### src/rtl/branch_predict_ctrl.sv
// Bimodal branch predictor with a direct-mapped BTB and a mispredict redirect FSM.
// Fetch looks up if_pc combinationally; EX resolves train the table and may request a redirect.
module branch_predict_ctrl #(
  parameter int IDX_BITS = 4,
  parameter int XLEN     = 32
) (
  input  logic            clk,
  input  logic            rst_n,
  input  logic [XLEN-1:0] if_pc,
  output logic            pred_taken,
  output logic [XLEN-1:0] pred_target,
  input  logic            ex_valid,
  input  logic            ex_branch,
  input  logic [XLEN-1:0] ex_pc,
  input  logic            ex_taken,
  input  logic [XLEN-1:0] ex_target,
  input  logic            ex_pred_taken,
  input  logic [XLEN-1:0] ex_pred_target,
  input  logic            stall,
  output logic            redirect_valid,
  output logic [XLEN-1:0] redirect_pc,
  output logic            flush_if_id,
  output logic            flush_id_ex,
  output logic [31:0]     br_count,
  output logic [31:0]     mispred_count,
  output logic [1:0]      o_dbg_state
);

  localparam int ENTRIES = 1 << IDX_BITS;

  typedef enum logic [1:0] {
    S_IDLE     = 2'd0,
    S_REDIRECT = 2'd1,
    S_HOLD     = 2'd2
  } state_t;

  state_t                r_state;
  state_t                w_next_state;
  logic                  w_redirect;
  logic [1:0]            r_ctr    [ENTRIES];
  logic [XLEN-1:0]       r_target [ENTRIES];
  logic [ENTRIES-1:0]    r_valid;
  logic [XLEN-1:0]       r_redirect_pc;
  logic [31:0]           r_br_count;
  logic [31:0]           r_mispred_count;
  logic [IDX_BITS-1:0]   w_if_idx;
  logic [IDX_BITS-1:0]   w_ex_idx;
  logic                  w_accept;
  logic                  w_mispred;
  logic [XLEN-1:0]       w_correct_pc;
  logic                  w_unused;

  assign w_if_idx = if_pc[IDX_BITS+1:2];
  assign w_ex_idx = ex_pc[IDX_BITS+1:2];
  assign w_unused = ^{if_pc[XLEN-1:IDX_BITS+2], if_pc[1:0]};

  // Lookup reads only registered state, so a same-cycle update is not visible yet.
  assign pred_taken  = r_valid[w_if_idx] & r_ctr[w_if_idx][1];
  assign pred_target = r_target[w_if_idx];

  // Resolves arriving while a redirect is in flight are wrong-path and dropped.
  assign w_accept     = ex_valid & ex_branch & (r_state == S_IDLE);
  assign w_mispred    = (ex_taken != ex_pred_taken) |
                        (ex_taken & ex_pred_taken & (ex_target != ex_pred_target));
  assign w_correct_pc = ex_taken ? ex_target : ex_pc + XLEN'(4);

  always_comb begin
    w_next_state = r_state;
    w_redirect   = 1'b0;
    case (r_state)
      S_IDLE: begin
        if (w_accept && w_mispred) w_next_state = S_REDIRECT;
      end
      S_REDIRECT: begin
        w_redirect   = 1'b1;
        w_next_state = stall ? S_HOLD : S_IDLE;
      end
      S_HOLD: begin
        w_redirect = 1'b1;
        if (!stall) w_next_state = S_IDLE;
      end
      default: w_next_state = S_IDLE;
    endcase
  end

  assign redirect_valid = w_redirect;
  assign flush_if_id    = w_redirect;
  assign flush_id_ex    = w_redirect;
  assign redirect_pc    = r_redirect_pc;
  assign br_count       = r_br_count;
  assign mispred_count  = r_mispred_count;
  assign o_dbg_state    = r_state;

  always_ff @(posedge clk or negedge rst_n) begin
    if (!rst_n) begin
      r_state       <= S_IDLE;
      r_redirect_pc <= '0;
    end else begin
      r_state <= w_next_state;
      if (w_accept && w_mispred) r_redirect_pc <= w_correct_pc;
    end
  end

  always_ff @(posedge clk or negedge rst_n) begin
    if (!rst_n) begin
      for (int i = 0; i < ENTRIES; i++) begin
        r_ctr[i]    <= 2'b01;
        r_target[i] <= '0;
      end
      r_valid <= '0;
    end else if (w_accept) begin
      if (ex_taken) begin
        if (r_ctr[w_ex_idx] != 2'b11) r_ctr[w_ex_idx] <= r_ctr[w_ex_idx] + 2'd1;
        r_target[w_ex_idx] <= ex_target;
        r_valid[w_ex_idx]  <= 1'b1;
      end else if (r_ctr[w_ex_idx] != 2'b00) begin
        r_ctr[w_ex_idx] <= r_ctr[w_ex_idx] - 2'd1;
      end
    end
  end

  always_ff @(posedge clk or negedge rst_n) begin
    if (!rst_n) begin
      r_br_count      <= '0;
      r_mispred_count <= '0;
    end else if (w_accept) begin
      if (r_br_count != 32'hFFFF_FFFF) r_br_count <= r_br_count + 32'd1;
      if (w_mispred && (r_mispred_count != 32'hFFFF_FFFF))
        r_mispred_count <= r_mispred_count + 32'd1;
    end
  end

endmodule

### config.mk
export PLATFORM = sky130hd
export DESIGN_NAME = branch_predict_ctrl
export DESIGN_NICKNAME = d
export VERILOG_FILES = /design/src/rtl/branch_predict_ctrl.sv
export SDC_FILE = /design/constraint.sdc
export NUM_CORES = 1
export LEC_CHECK = 0
export CAP_MARGIN = 5
export CORE_ASPECT_RATIO = 1.75
export CORE_MARGIN = 2
export CORE_UTILIZATION = 45
export CTS_CLUSTER_SIZE = 10
export DETAILED_ROUTE_END_ITERATION = 10
export SYNTH_ARGS = -nofsm -noshare
export SYNTH_HDL_FRONTEND = slang
export SYNTH_SLANG_ARGS = --single-unit
### constraint.sdc
create_clock -name clk -period 4.6 [get_ports clk]
set_input_delay 0.46 -clock clk [delete_from_list [all_inputs] [get_ports clk]]
set_output_delay 0.46 -clock clk [all_outputs]
set_load 0.01 [all_outputs]
==> impl_metrics.ini, run 1 <==
[run_status]
status = completed

[cells_and_area]
multi_input_comb_area_sq_um = 13400
nets = 2492
seq_area_sq_um = 16500
diodes = 0
fill_cells = 5747
layout-drive-gt1-share = 0.381
post_layout_nonfiller_instances = 3260
area_delta_synth_final_pct = 18.2

[clock_network]
htree_levels = 3
cts_setup_buffers = 0
cts_tree = yes
root_buffer = clkbuf_16
numCtsBuffers = 75
ctsHoldBuffers = 1
post_cts_resized = 0
clkSlewWorstSetupHoldPaths_ps = 50
cts.path.max_buffers = 3
clkSinkCount = 658
clk-insertion-delay-late_ps = 610

[synthesis]
yosys_warnings = 0
synth-main-ff-cell = dfrtp_1
synth_seq_cells = 658
yosys.area_share.xor_xnor = 0.0342
yosys-top-cells-count = dfrtp_1, mux2_2, mux4_2
synth-compound-area-share = 0.0172
synth_top_family_by_area = multiplexers
synth_edf_count = 0
synth_top_area_frac = 0.523
syn_avg_cell_area_sq_um = 14.3
syn-num-nets = 2289
synth_cells = 2141
yosysUniqueCellTypes = 49
synth_most_common_cell = dfrtp_1
ys_seq_area_frac = 0.537
synth_area_leaders = dfrtp_1, mux2_2, mux4_2
synth_mux_area_frac = 0.325
async_reset_ff_frac = 1.00
synthSimpleGateAreaFrac = 0.0525
syn_area_sq_um = 30700
yosys.area.top_type = dfrtp_1
synthAdderAreaFrac = 0.00530

[placed_design]
dp_hpwl_microns = 54700
routabilityCongestion = 0.824
numPlacedInstances = 3162
port_buffers = 240

[floorplan]
core-area_sq_um = 67500
ios = 269
rows = 126
initial_utilization = 0.455
die_area_sq_um = 70400
dieHeight_microns = 350
die_w_microns = 201

[worst_setup_path]
cp.required_ps = 4140
critPathMaxStageDelay_ps = 570
timing.rr.start = o_dbg_state[1]
worstPathMaxFanout = 48
crit_path_end_kind = primary output
arrival_ps = 3070
cp.buffers_inverters = 3
critPathTopFamily = buffers and inverters
path_common_cell = mux4_2
r2r_cells = 8
start_kind = input pin
reg2reg_to = r_target[409]
path_class = in2out
worstPathCellList = clkbuf_8, buf_4, mux4_2, mux4_2, clkdlybuf4s50_1
cpMaxStageDelayCell = mux4_2
r2r_slack_ps = 1350

[grt]
grt.overflow.total = 0
grt_pass1_vias = 20700
grt_usage = 0.250
grt_pass1_wl_microns = 131000
antenna_found_initial = 2
grt_max_degree = 116

[pwr]
intPower_mw = 11.7
pwr_density_cell_nw_per_um2 = 435
p_clk_frac = 0.334
total_power_mw = 15.8
p_leak_nw = 16.8
p_switching_mw = 4.14
swShare = 0.262
ir_worst_vdd_mv = 0.306
power_frac_seq = 0.472
power_frac_comb = 0.193

[sta]
setup_viol = 0
whs_ps = 435
worst_slew_pin_slew_ps = 968
timing_hold_violations_final = 0
min_period_ps = 3530
fmax_mhz = 283
rsz0062_at_grt = no
drv_slew = 0
fin_tns_setup_ps = 0
relSlewSlack = 0.355
skew_ps = 13.3
post-route-period-util = 0.768

[drt]
drt-initial-drc-count = 827
routed-via-count = 18900
detail_route.wl_per_cell_microns = 26.4
finalWirelength_microns = 86100
drc = 0
detail_route.first_pass.iterations = 5
vias_per_cell = 5.79
ant_nets = 0

[min_path]
hold_class = in2async

[run]
drv_cap = 0
worst max path at each step:
| stage | end | depth (start not counted) | from | slack, ps |
|---|---|---|---|---|
| final | pred_target[2] | 5 | if_pc[2] | 1070 |
| after global routing | pred_target[29] | 5 | if_pc[2] | 910 |
| after CTS | pred_target[2] | 5 | if_pc[2] | 990 |
| after detailed placement | mispred_count[1] | 9 | ex_target[13] | 440 |
| after global placement | mispred_count[1] | 9 | ex_target[13] | 540 |
| after floorplan | r_ctr[17] | 11 | ex_pc[3] | 1150 |
logic make-up (layout without fill, tap and decap cells):
family,Yosys count,after routing
xor+xnor,120,120
compound gates,94,94
mux,718,718
buf+inv,206,429
flops,658,658
simple gates,332,332
fa+ha+maj,13,13
sequential cells by signal, summed over array words and instances, names as in the netlist, named ones only:
name           cells
br_count          32
mispred_count     32
o_dbg_state        2
r_ctr             16
r_target         512
r_valid           16
redirect_pc       32
power by group through the flow:
stage | registers [mW] | clock network, mW | logic [mW]
global route | 7.58 | 5.64 | 3.31
global placement | 7.46 | 0 | 3.01
CTS | 7.45 | 5.42 | 3.11
floorplan | 7.42 | 0 | 1.79
detailed placement | 7.54 | 0 | 3.10
finish | 7.46 | 5.28 | 3.05
cell usage in the layout (no fill, tap or decap), types with 3 or more instances in the layout:
| cell type | count |
|---|---|
| dfrtp_1 | 642 |
| mux2_2 | 533 |
| clkdlybuf4s50_1 | 234 |
| mux4_2 | 169 |
| nand2_1 | 95 |
| clkbuf_16 | 77 |
| xnor2_1 | 76 |
| nor2_1 | 54 |
| o21ai_0 | 50 |
| nand3_1 | 49 |
| buf_4 | 49 |
| xor2_1 | 44 |
| nand4_1 | 27 |
| a21oi_1 | 25 |
| inv_1 | 23 |
| nor3_1 | 20 |
| buf_12 | 20 |
| and3_1 | 16 |
| dfstp_2 | 16 |
| mux2i_1 | 15 |
| nand2b_1 | 15 |
| clkbuf_1 | 15 |
| ha_1 | 13 |
| nand2_2 | 11 |
| nor4_1 | 9 |
| and4_1 | 6 |
| or3_1 | 6 |
| a31oi_1 | 5 |
| a311oi_1 | 4 |
| a211oi_1 | 4 |
| nand2_4 | 4 |
| or2_2 | 4 |
| nor2b_1 | 3 |
| inv_6 | 3 |
area by class of cell:
type                    instances  share of cell area
inverters                      23             0.00238
flip-flops and latches        658               0.454
repair buffers                309              0.0873
clock buffers                  92              0.0546
well taps                     896              0.0309
clock inverters                 5             0.00162
multi-input cells            1277               0.369
metal layers:
metal,part of all wire,up-vias,global-route usage
met1,0.40,10200,0.310
met3,0.048,127,0.0431
met5,0.00030,-,0
met4,0.031,4,0.0879
li1,-,8128,-
met2,0.52,458,0.441
worst reg2reg max path: stages (launching register included):
cell and delay, ps:
dfrtp_1 410, inv_1 150, ha_1 240, and3_1 390, nand2_1 210, nor3_1 520
nand2_2 410, buf_4 430, mux2_2 360
per-stage QoR:
step	area [sq um]	setup WS (ps)	util
finish	36300	1070	0.538
global route	36300	914	0.538
CTS	36300	991	0.538
detailed placement	34200	443	0.508
global placement	34200	538	0.508
floorplan	30700	1150	-
(Power assumes the default switching activity.)
==> run 2: changes to the inputs <==
Clock period 4.6 ns to 3.4 ns, I/O delays scaled along.
==> impl_metrics.ini, run 2 (synthesized netlist as in run 1, its figures left out) <==
[grt]
grt.overflow.total = 0
grt_pass1_wl_microns = 132000
grt_max_degree = 116
antenna_found_initial = 7
grt_usage = 0.252
grt_pass1_vias = 20900

[clock_network]
clkSinkCount = 658
clkSlewWorstSetupHoldPaths_ps = 60
htree_levels = 3
post_cts_resized = 0
cts.path.max_buffers = 3
numCtsBuffers = 75
root_buffer = clkbuf_16
cts_tree = yes
clk-insertion-delay-late_ps = 610

[worst_setup_path]
cpMaxStageDelayCell = xnor2_1
arrival_ps = 3560
path_class = reg2reg
crit_path_end_kind = register
path_common_cell = mux4_2
r2r_cells = 6
reg2reg_to = r_ctr[29]
cp.buffers_inverters = 1
worstPathMaxFanout = 16
worstPathCellList = mux4_2, mux4_2, inv_1, ha_1, xnor2_1, mux2_2
r2r_slack_ps = 380
critPathMaxStageDelay_ps = 900
cp.required_ps = 3930
critPathTopFamily = multiplexers
start_kind = register
timing.rr.start = r_ctr[3]

[placed_design]
dp_hpwl_microns = 56900
pre_cts_slack_ps = -230
numPlacedInstances = 3237
port_buffers = 240
routabilityCongestion = 0.852
placedInstanceArea_sq_um = 34900

[sta]
fmax_mhz = 331
rsz0062_at_grt = no
whs_ps = 326
setup_viol = 0
relSlewSlack = 0.235
timing_hold_violations_final = 0
skew_ps = 20.8
post-route-period-util = 0.890
min_period_ps = 3020
fin_tns_setup_ps = 0
drv_slew = 0
setup_slack_ps = 375
worst_slew_pin_slew_ps = 1140

[pwr]
pwr_density_cell_nw_per_um2 = 581
p_leak_nw = 17.2
ir_worst_vdd_mv = 0.407
total_power_mw = 21.4

[floorplan]
core-area_sq_um = 67500
die_area_sq_um = 70400
initial_utilization = 0.455
rows = 126
dieHeight_microns = 350
die_w_microns = 201
ios = 269

[cells_and_area]
layout_common_cells = dfrtp_1, mux2_2, clkdlybuf4s50_1
post_layout_nonfiller_instances = 3334
layout-drive-gt1-share = 0.400
stdcell_area_sq_um = 36900
final_common_cell = dfrtp_1
nets = 2567
fin_util = 0.547
top_register = r_target
area_delta_synth_final_pct = 20.3
largest_reg_flops = 512

[drt]
drt-initial-drc-count = 1016
routed-via-count = 19100
detail_route.wl_per_cell_microns = 26.1
vias_per_cell = 5.74
detail_route.first_pass.iterations = 4
finalWirelength_microns = 86900
drc = 0
ant_nets = 0

[min_path]
holdPathStages = 3
hold_end = redirect_pc[6]
hold_class = in2reg
hold_start = ex_taken

[run]
drv_cap = 0

[run_status]
status = completed
run 2: changes by cell type in the layout (fill, tap and decap cells not counted):
| cell | delta |
|---|---|
| buf_4 | +69 |
| clkbuf_1 | -1 |
| inv_6 | -2 |
| diode_2 | +2 |
| buf_12 | +6 |
| clkinv_8 | -2 |
| nand2_2 | +4 |
| nand2_4 | -4 |
| clkbuf_16 | +2 |
run 2: worst max-delay path by stage:
stage / start / to / slack (ps) / depth (start not counted)
2_1_floorplan: ex_pc[3] / r_ctr[17] / 70 / 11
5_1_grt: r_ctr[3] / r_ctr[7] / 190 / 6
3_3_place_gp: ex_pc[2] / r_ctr[19] / -220 / 8
4_1_cts: r_ctr[3] / r_ctr[7] / 340 / 6
3_5_place_dp: ex_pc[2] / r_ctr[7] / -230 / 8
6_report: r_ctr[3] / r_ctr[29] / 380 / 6
run 2: what timing repair did:
item,in CTS,in global routing
endpoints found under the hold margin,77,0
buffers inserted,0,0
hold buffers,1,0
run 2: final cells by class:
| type | count | area (sq um) |
|---|---|---|
| Clock inverter | 1 | 8.76 |
| Multi-Input combinational cell | 1277 | 13400 |
| Inverter | 23 | 86.3 |
| Timing Repair Buffer | 384 | 3810 |
| Antenna cell | 2 | 5.00 |
| Clock buffer | 93 | 2030 |
| Fill cell | 5665 | 30600 |
| Sequential cell | 658 | 16500 |
| Tap cell | 896 | 1120 |
run 2: power by group:
group	internal, mW	switching (mW)
clock	4.12	3.01
combinational	2.46	1.72
sequential	9.29	0.831
total	15.9	5.56
run 2: routing by layer:
layer  share of wire  track usage
met1            0.39        0.302
met2            0.51        0.440
met3           0.052       0.0467
met4           0.044        0.117
met5         0.00086            0
run 2: worst reg2reg max path: stages (launching register included):
cell and delay, ps:
dfrtp_1 460, mux4_2 470, mux4_2 490, inv_1 80, ha_1 230, xnor2_1 900
mux2_2 330
